===== config.mk =====
export PLATFORM = sky130hd
export DESIGN_NAME = var_cell
export DESIGN_NICKNAME = d
export VERILOG_FILES = /design/src/rtl/var_cell.sv
export SDC_FILE = /design/constraint.sdc
export NUM_CORES = 1
export LEC_CHECK = 0
export CORE_AREA = 2 2 64 66
export DETAILED_ROUTE_END_ITERATION = 7
export DIE_AREA = 0 0 66 68
export PLACE_DENSITY = 0.67
export SLEW_MARGIN = 5
export SYNTH_ARGS = -nofsm -noshare
export SYNTH_HDL_FRONTEND = slang
export SYNTH_SLANG_ARGS = --single-unit

===== constraint.sdc =====
create_clock -name clk -period 2.6 [get_ports clk]
set_input_delay 0.78 -clock clk [delete_from_list [all_inputs] [get_ports clk]]
set_output_delay 0.78 -clock clk [all_outputs]
set_load 0.03 [all_outputs]

===== src/rtl/var_cell.sv =====
// var_cell: per-variable assignment state for a hardware SAT solver.
// Tracks whether the variable is free, decided, implied or in conflict.
// Also tracks the decision level and value at which the variable was assigned.
// Optional feature: define VAR_CELL_PHASE_SAVE_EN to add phase saving.
// With phase saving, decisions reuse the last value the variable had
// before it was backtracked to FREE.
module var_cell #(
   parameter int unsigned LVL_W = 8
) (
   input  logic             clk,
   input  logic             rst,
   input  logic             wr_i,
   input  logic [1:0]       wr_value_i,
   input  logic [LVL_W-1:0] wr_level_i,
   input  logic             decide_i,
   input  logic [1:0]       decide_value_i,
   input  logic [LVL_W-1:0] cur_level_i,
   input  logic [1:0]       imp_i,
   input  logic             backtrack_i,
   input  logic [LVL_W-1:0] bkt_level_i,
   output logic [2:0]       var_value_o,
   output logic [LVL_W-1:0] level_o,
   output logic             newimp_o,
   output logic             conflict_o
);

   typedef enum logic [1:0] {
      S_FREE     = 2'd0,
      S_DECIDED  = 2'd1,
      S_IMPLIED  = 2'd2,
      S_CONFLICT = 2'd3
   } state_t;

   state_t           r_state;
   state_t           r_prior;      // state kind held before entering CONFLICT
   logic [1:0]       r_value;      // value retained through CONFLICT
   logic [LVL_W-1:0] r_level;
   logic [2:0]       r_var_value;
   logic             r_newimp;
   logic             r_conflict;

   logic [1:0]       w_dec_val;
   logic             w_dec_ok;
   logic             w_bkt_clear;

   // A backtrack only unassigns a variable assigned strictly above the target level
   assign w_bkt_clear = (r_state != S_FREE) && (r_level > bkt_level_i);

`ifdef VAR_CELL_PHASE_SAVE_EN
   logic [1:0] r_phase;

   // Remember the last real polarity whenever a backtrack frees the variable
   always_ff @(posedge clk or posedge rst) begin
      if (rst) begin
         r_phase <= 2'b01;
      end else if (!wr_i && backtrack_i && w_bkt_clear && (^r_value)) begin
         r_phase <= r_value;
      end
   end

   assign w_dec_val = r_phase;
`else
   assign w_dec_val = decide_value_i;
`endif

   // Only a definite polarity (false or true) can be decided
   assign w_dec_ok = ^w_dec_val;

   // Assignment FSM; priority is write, then backtrack, then decide, then implication
   always_ff @(posedge clk or posedge rst) begin
      if (rst) begin
         r_state     <= S_FREE;
         r_prior     <= S_FREE;
         r_value     <= '0;
         r_level     <= '0;
         r_var_value <= '0;
         r_newimp    <= 1'b0;
         r_conflict  <= 1'b0;
      end else begin
         r_newimp <= 1'b0;
         if (wr_i) begin
            case (wr_value_i)
               2'd0: begin
                  r_state     <= S_FREE;
                  r_value     <= '0;
                  r_level     <= '0;
                  r_var_value <= '0;
                  r_conflict  <= 1'b0;
               end
               2'd3: begin
                  r_state     <= S_CONFLICT;
                  r_prior     <= S_FREE;
                  r_value     <= '0;
                  r_level     <= wr_level_i;
                  r_var_value <= 3'b110;
                  r_conflict  <= 1'b1;
               end
               default: begin
                  r_state     <= S_DECIDED;
                  r_value     <= wr_value_i;
                  r_level     <= wr_level_i;
                  r_var_value <= {wr_value_i, 1'b0};
                  r_conflict  <= 1'b0;
               end
            endcase
         end else if (backtrack_i) begin
            if (w_bkt_clear) begin
               r_state     <= S_FREE;
               r_value     <= '0;
               r_level     <= '0;
               r_var_value <= '0;
               r_conflict  <= 1'b0;
            end else if (r_state == S_CONFLICT) begin
               // Restore whatever the conflict interrupted; a conflict that
               // arose from FREE restores a clean FREE at level 0
               r_state     <= r_prior;
               r_var_value <= {r_value, (r_prior == S_IMPLIED)};
               r_conflict  <= 1'b0;
               if (r_prior == S_FREE) begin
                  r_level <= '0;
               end
            end
         end else begin
            unique case (r_state)
               S_FREE: begin
                  if (decide_i && w_dec_ok) begin
                     r_state     <= S_DECIDED;
                     r_value     <= w_dec_val;
                     r_level     <= cur_level_i;
                     r_var_value <= {w_dec_val, 1'b0};
                  end else if (imp_i == 2'd3) begin
                     r_state     <= S_CONFLICT;
                     r_prior     <= S_FREE;
                     r_value     <= '0;
                     r_level     <= cur_level_i;
                     r_var_value <= 3'b110;
                     r_conflict  <= 1'b1;
                  end else if (imp_i != 2'd0) begin
                     r_state     <= S_IMPLIED;
                     r_value     <= imp_i;
                     r_level     <= cur_level_i;
                     r_var_value <= {imp_i, 1'b1};
                     r_newimp    <= 1'b1;
                  end
               end
               S_DECIDED, S_IMPLIED: begin
                  if ((imp_i != 2'd0) && (imp_i != r_value)) begin
                     r_state     <= S_CONFLICT;
                     r_prior     <= r_state;
                     r_var_value <= 3'b110;
                     r_conflict  <= 1'b1;
                  end
               end
               S_CONFLICT: begin
                  // Held until backtrack or write
               end
            endcase
         end
      end
   end

   assign var_value_o = r_var_value;
   assign level_o     = r_level;
   assign newimp_o    = r_newimp;
   assign conflict_o  = r_conflict;

endmodule


# Yosys cells after proc, flatten, opt, wreduce, memory -nomap -nowiden
# Index checks and enable logic that the tools add are counted.
[word_totals] ff_bits=19 latchBits=0 mem_bits_rw=0 rom_bits=0 input_bits=35 output_inout_bits=13 word_cells=107 n_memories=0
[classes] add_sub_neg=0 multipliers=0 div_mod_pow=0 order_cmp=1 n_eq_ne=19 n_shift=0 n_mux=60 bitwise=0 n_reduce_logical=20
[op_table] cell="2-to-1 mux 8 bit" count=10
[op_table] cell="2-to-1 mux 2 bit" count=22
[op_table] cell="2-to-1 mux 3 bit" count=8
[op_table] cell="2-to-1 mux 1 bit" count=14
[op_table] cell="inequality test 4 bit (second input constant)" count=3
[op_table] cell="case mux 2 bit (2 select lines)" count=3
[op_table] cell="case mux 3 bit (2 select lines)" count=2
[op_table] cell="== test 2 bit (second input constant)" count=5
[op_table] cell="inequality test 3 bit (second input constant)" count=3
[op_table] cell="> comparator 8 bit" count=1
[op_table] cell="inequality test 4 x 2 -> 1 bit (second input constant)" count=2
[op_table] cell="AND reduction 4 bit" count=2
[op_table] cell="zero test 2 bit" count=3
[op_table] cell="inequality test 6 bit (second input constant)" count=1
[op_table] cell="AND reduction 6 bit" count=1
[op_table] cell="nonzero test 3 bit" count=2
[op_table] cell="AND reduction 5 bit" count=1
[op_table] cell="nonzero test 5 bit" count=1
[op_table] cell="nonzero test 2 bit" count=2
[op_table] cell="nonzero test 4 bit" count=1
[op_table] cell="OR reduction 2 bit" count=2
[op_table] cell="logical AND 1 bit" count=3
[op_table] cell="inequality test 3 x 2 -> 1 bit (second input constant)" count=1
[op_table] cell="AND reduction 3 bit" count=1
[op_table] cell="6 further kinds" count=6

# Longest topological paths before layout
# Gate-level depths: netlist of the first run.
[logic_depth] word_depth=7 ltp_mapped=8 depth_no_buf=8

# Worst setup path before layout of the first run
# No wires, ideal clock.
[synth_timing] path_type="input -> register" from="input bkt_level_i[7]" to="register r_level[1] (netlist: level_o[1])" setup_ns=0.125 arrival_time_ns=2.361 t_required_ns=2.475 slack_ns=0.114 cell_stages=8 path_buffers=0 path_cell_list="inv_1 ha_1 nand2_1 o21a_1 o311ai_4 nor2_2 a21oi_4 mux2_2"
[synth_between] elab_chain_cells=5 elab_cells_between_ends=8 cone_classes="1 x order compare; 2 x eq/ne; 3 x mux; 2 x reduce/logical"
[synth_lines] item="from (decl)" line="20" text="input logic [LVL_W-1:0] bkt_level_i,"
[synth_lines] item="> comparator 8 bit (*)" line="47" text="assign w_bkt_clear = (r_state != S_FREE) && (r_level > bkt_level_i);"
[synth_lines] item="logical AND 1 bit (*)" line="47"
[synth_lines] item="2-to-1 mux 8 bit" line="107" text="if (w_bkt_clear) begin"
[synth_lines] item="2-to-1 mux 8 bit" line="106" text="end else if (backtrack_i) begin"
[synth_lines] item="2-to-1 mux 8 bit" line="81" text="if (wr_i) begin"
[synth_lines] item="to (signal assigned)" line="94" text="r_level <= wr_level_i;"
[synth_lines] item="to (signal assigned)" line="101" text="r_level <= wr_level_i;"
[synth_lines] item="to (signal assigned)" line="129" text="r_level <= cur_level_i;"
[synth_lines] item="to (decl)" line="37" text="logic [LVL_W-1:0] r_level;"
# Mark *: on every way between the ends. The rest lies on a longest branch, timed or not.
# A chain may end at the register's enable or synchronous reset.

# Worst setup path in the final report of the first run
[layout_timing] from="input bkt_level_i[1]" to="register r_level[7] (netlist: level_o[7])"
# Same word-level chain as after synthesis.

==> metrics.md, run 1 <==
| Metric | Value |
|---|---|
| Status | completed |
| N_diodes | 0 |
| Clk_skew | 0.00797 ns |
| CP max stage cell | a211oi_2 |
| First-pass GRT wire length | 6.42 mm |
| Placed cell areas | 2160 sq um |
| Synth warn | 0 |
| Peak Freq | 402 MHz |
| Final setup fails | 0 |
| Worst-Margin Slew | 0.726 ns |
| CTS tree | done |
| Sequential share of the synthesized area | 32.1% |
| 1st-iter DRT viols | 22 |
| Clock transition at the registers of the reported paths | 0.08 ns |
| Initial core utilization | 38.4% |
| Worst hold path type | flip-flop to flip-flop |
| Most frequent cells in the layout | clkdlybuf4s50_1, buf_4, dfrtp_1 |
| CTS Buffer Depth | 2 |
| P per Cell Area | 647 nW/um^2 |
| Fin crit share | 95.7% |
| Worst setup SP type | input port |
| Critical Path Max Stage Delay | 0.36 ns |
| CP delay by family, top | compound AO/OA/AOI/OAI gates |
| Worst Path Arrival | 2.63 ns |
| Num rows | 23 |
| Critical path buffers and inverters | 3 |
| Per-cell routed wire length | 14.4 um |
| DP Worst Slack | -0.488 ns |
| Full die area | 4490 sq um |
| Post-synthesis cell type count | 38 |
| Residual DRC | 0 |
| Class of the most critical setup path | input port to flip-flop |
| Post-route worst setup slack | 0.111 ns |
| Initial antenna violation count | 0 |
| Final #Nets | 277 |
| Dpl hpwl | 3.15 mm |
| CP Cell Sequence | dlygate4sd2_1 -> inv_2 -> ha_4 -> nor2b_1 -> o211ai_1 -> a211oi_2 -> nor2_4 -> a21oi_4 -> buf_12 -> mux2_2 |
| Total routed wirelength | 3.95 mm |
| TritonCTS Buffers | 3 |
| CTS hold repair buffers | 0 |
| Pre-Repair DR Iteration Count | 4 |
| Area Overhead vs Synth | 55.3% |
| GRT Util Overall | 18.6% |
| Clock latency on the worst-skew pair | 0.26 ns |
| Vias in the first global route | 1478 |
| ANT nets after route | 0 |
| Max VDD drop | 0.493 mV |
| Crit path launch | bkt_level_i[1] |
| Syn nets | 204 |
| RSZ-0062 raised after global routing | no |
| Grt ovf | 0 |
| Max Cap Viol | 0 |
| Relative slew slack | 51.6% |
| Most common cell after layout, fill and taps aside | clkdlybuf4s50_1 |
| Gate Count Post-Synth | 152 |
| Fin. Hold Viols | 0 |
| IO Port Bufs | 47 |
| Post-Syn Area per Cell | 9.74 sq um |
| Critical Path Sink Type | flip-flop |
| Clock sinks | 19 |
| Seq cells post-synth | 19 |
| Vias | 1423 |
| Largest net degree at the start of global routing | 20 |
| Boundary Pins | 48 |
| Critical path peak fanout | 8 |
| Fin crit period | 2.49 ns |
| Core Box Area | 3860 sq um |
| Final Max Slew Viols | 0 |
| Lkg Pwr | 1.05 nW |
| Layout cells sized above 1 | 24.6% |
| Htree depth | 1 |
| Root Driver | clkbuf_8 |
| Crit path required time | 2.74 ns |
| Final instance area | 2300 sq um |
| Worst reg2reg path startpoint | r_state[0] |
| Min-delay src | var_value_o[0] |
| # fillers | 357 |
| Chip width | 66 um |
| Vias/cell | 5.19 |
| Final Core Density | 59.6% |
| Syn Std Cell Area | 1480 sq um |
| RD Place Congestion | 0.861 |
| Die Y | 68 um |
-- flip-flops by register name (all words and copies together) (netlist names) --
signal,flops
r_value,2
r_state,2
conflict_o,1
var_value_o,3
r_prior,2
newimp_o,1
level_o,8
-- routing by layer --
metal / track usage (%) / wire, um / part of all wire, % / up-vias
li1: - / - / - / 693
met1: 20.5 / 1580 / 40 / 659
met2: 35.2 / 1960 / 49 / 60
met3: 4.11 / 340 / 8.6 / 11
met4: 6.63 / 80 / 2.0 / 0
met5: 0 / 0 / 0 / -
-- layout make-up --
class	count	area, sq um	area share [%]
Timing Repair Buffer	69	642	27.9
Clock buffer	3	41.3	1.80
Multi-Input combinational cell	113	1000	43.5
Clock inverter	1	5.00	0.218
Inverter	19	71.3	3.10
Tap cell	50	62.6	2.72
Sequential cell	19	475	20.7
-- worst paths after layout --
path / cells past startpoint / slack, ns / endpoint
min in group asynchronous: 2 / 0.94 / level_o[0]
max reg2reg: 8 / 0.41 / level_o[7]
max in group asynchronous: 2 / 1.19 / newimp_o
min reg2reg: 1 / 0.53 / var_value_o[0]
max: 10 / 0.11 / level_o[7]
min: 1 / 0.53 / var_value_o[0]
-- synth_stat cells, drive strengths merged --
master   instances  area (sq um)
ha              17           213
o2bb2ai          1          8.76
a221oi           1          8.76
o32ai            1          8.76
xnor2            2          17.5
mux2i            7          70.1
a31oi            2          12.5
o311ai           1          26.3
or3              1          11.3
nand4            2          12.5
o21ai            6          30.0
a211oi           1          12.5
xor2             1          8.76
a21oi           12          71.3
and4             1          8.76
nand3b           1          7.51
dfrtp           19           475
nor2b            3          18.8
a211o            1          8.76
mux2            10           116
o221ai           2          17.5
a22oi            1          7.51
nand2b           4          25.0
inv             19          71.3
o211ai           2          28.8
o21a             1          7.51
nand3            3          15.0
a22o             7          61.3
nand2           12          45.0
nor2             7          31.3
clkbuf           1          3.75
o22ai            1          6.26
or2              2          12.5
-- stage by stage --
step / total power (W) / hold WS, ns / setup TNS [ns] / instances
after floorplan: 0.000912 / 0.519 / 0 / 152
after global placement: 0.00121 / 0.502 / -6.17 / 268
after detailed placement: 0.00123 / 0.517 / -6.71 / 268
after CTS: 0.00149 / 0.534 / 0 / 274
after global routing: 0.00159 / 0.551 / 0 / 274
final: 0.00149 / 0.528 / 0 / 274
-- kinds of logic after synthesis --
logic type                 after synthesis  share of synthesized area, %
and+or+nand+nor                         36                          12.7
adders and majority gates               17                          14.4
buffers and inverters                   20                          5.07
xor gates and xnor gates                 3                          1.78
muxes                                   17                          12.6
AOI/OAI and AO/OA                       40                          21.4
DFF                                     19                          32.1
-- repair_timing --
| item | 4_1_cts | 5_1_grt |
|---|---|---|
| buffers inserted | 2 | 0 |
| endpoints found under the setup margin | 16 | 0 |
| resized for setup | 21 | 0 |
-- power breakdown --
part / total (W) / internal [W] / leakage, nW / switching, W
clock: 0.000205 / 0.000107 / 0.0255 / 0.0000988
sequential: 0.000448 / 0.000375 / 0.243 / 0.0000735
combinational: 0.000835 / 0.000419 / 0.779 / 0.000416
Power figures use the tool's default switching activity.
==> run 2: changes to the inputs <==
--- a/config.mk
+++ b/config.mk
@@ -6,6 +6,7 @@
 export NUM_CORES = 1
 export LEC_CHECK = 0
 export CORE_AREA = 2 2 64 66
+export CTS_CLUSTER_SIZE = 10
 export DETAILED_ROUTE_END_ITERATION = 7
 export DIE_AREA = 0 0 66 68
 export PLACE_DENSITY = 0.67
==> results of run 2 <==
The final DEF is identical to that of run 1; final timing and power are the same.
==> run 3: changes to the inputs <==
==> constraint.sdc (replaced) <==
create_clock -name clk -period 2.6 [get_ports clk]
set_input_delay 0.78 -clock clk [delete_from_list [all_inputs] [get_ports clk]]
set_output_delay 0.78 -clock clk [all_outputs]
set_load 0.005 [all_outputs]
==> results of run 3 <==
Same layout as run 1 (identical final DEF). Status: completed.
Among the figures that moved: total power 0.00149 W -> 0.00139 W; worst IR drop on VDD 0.493 mV -> 0.445 mV
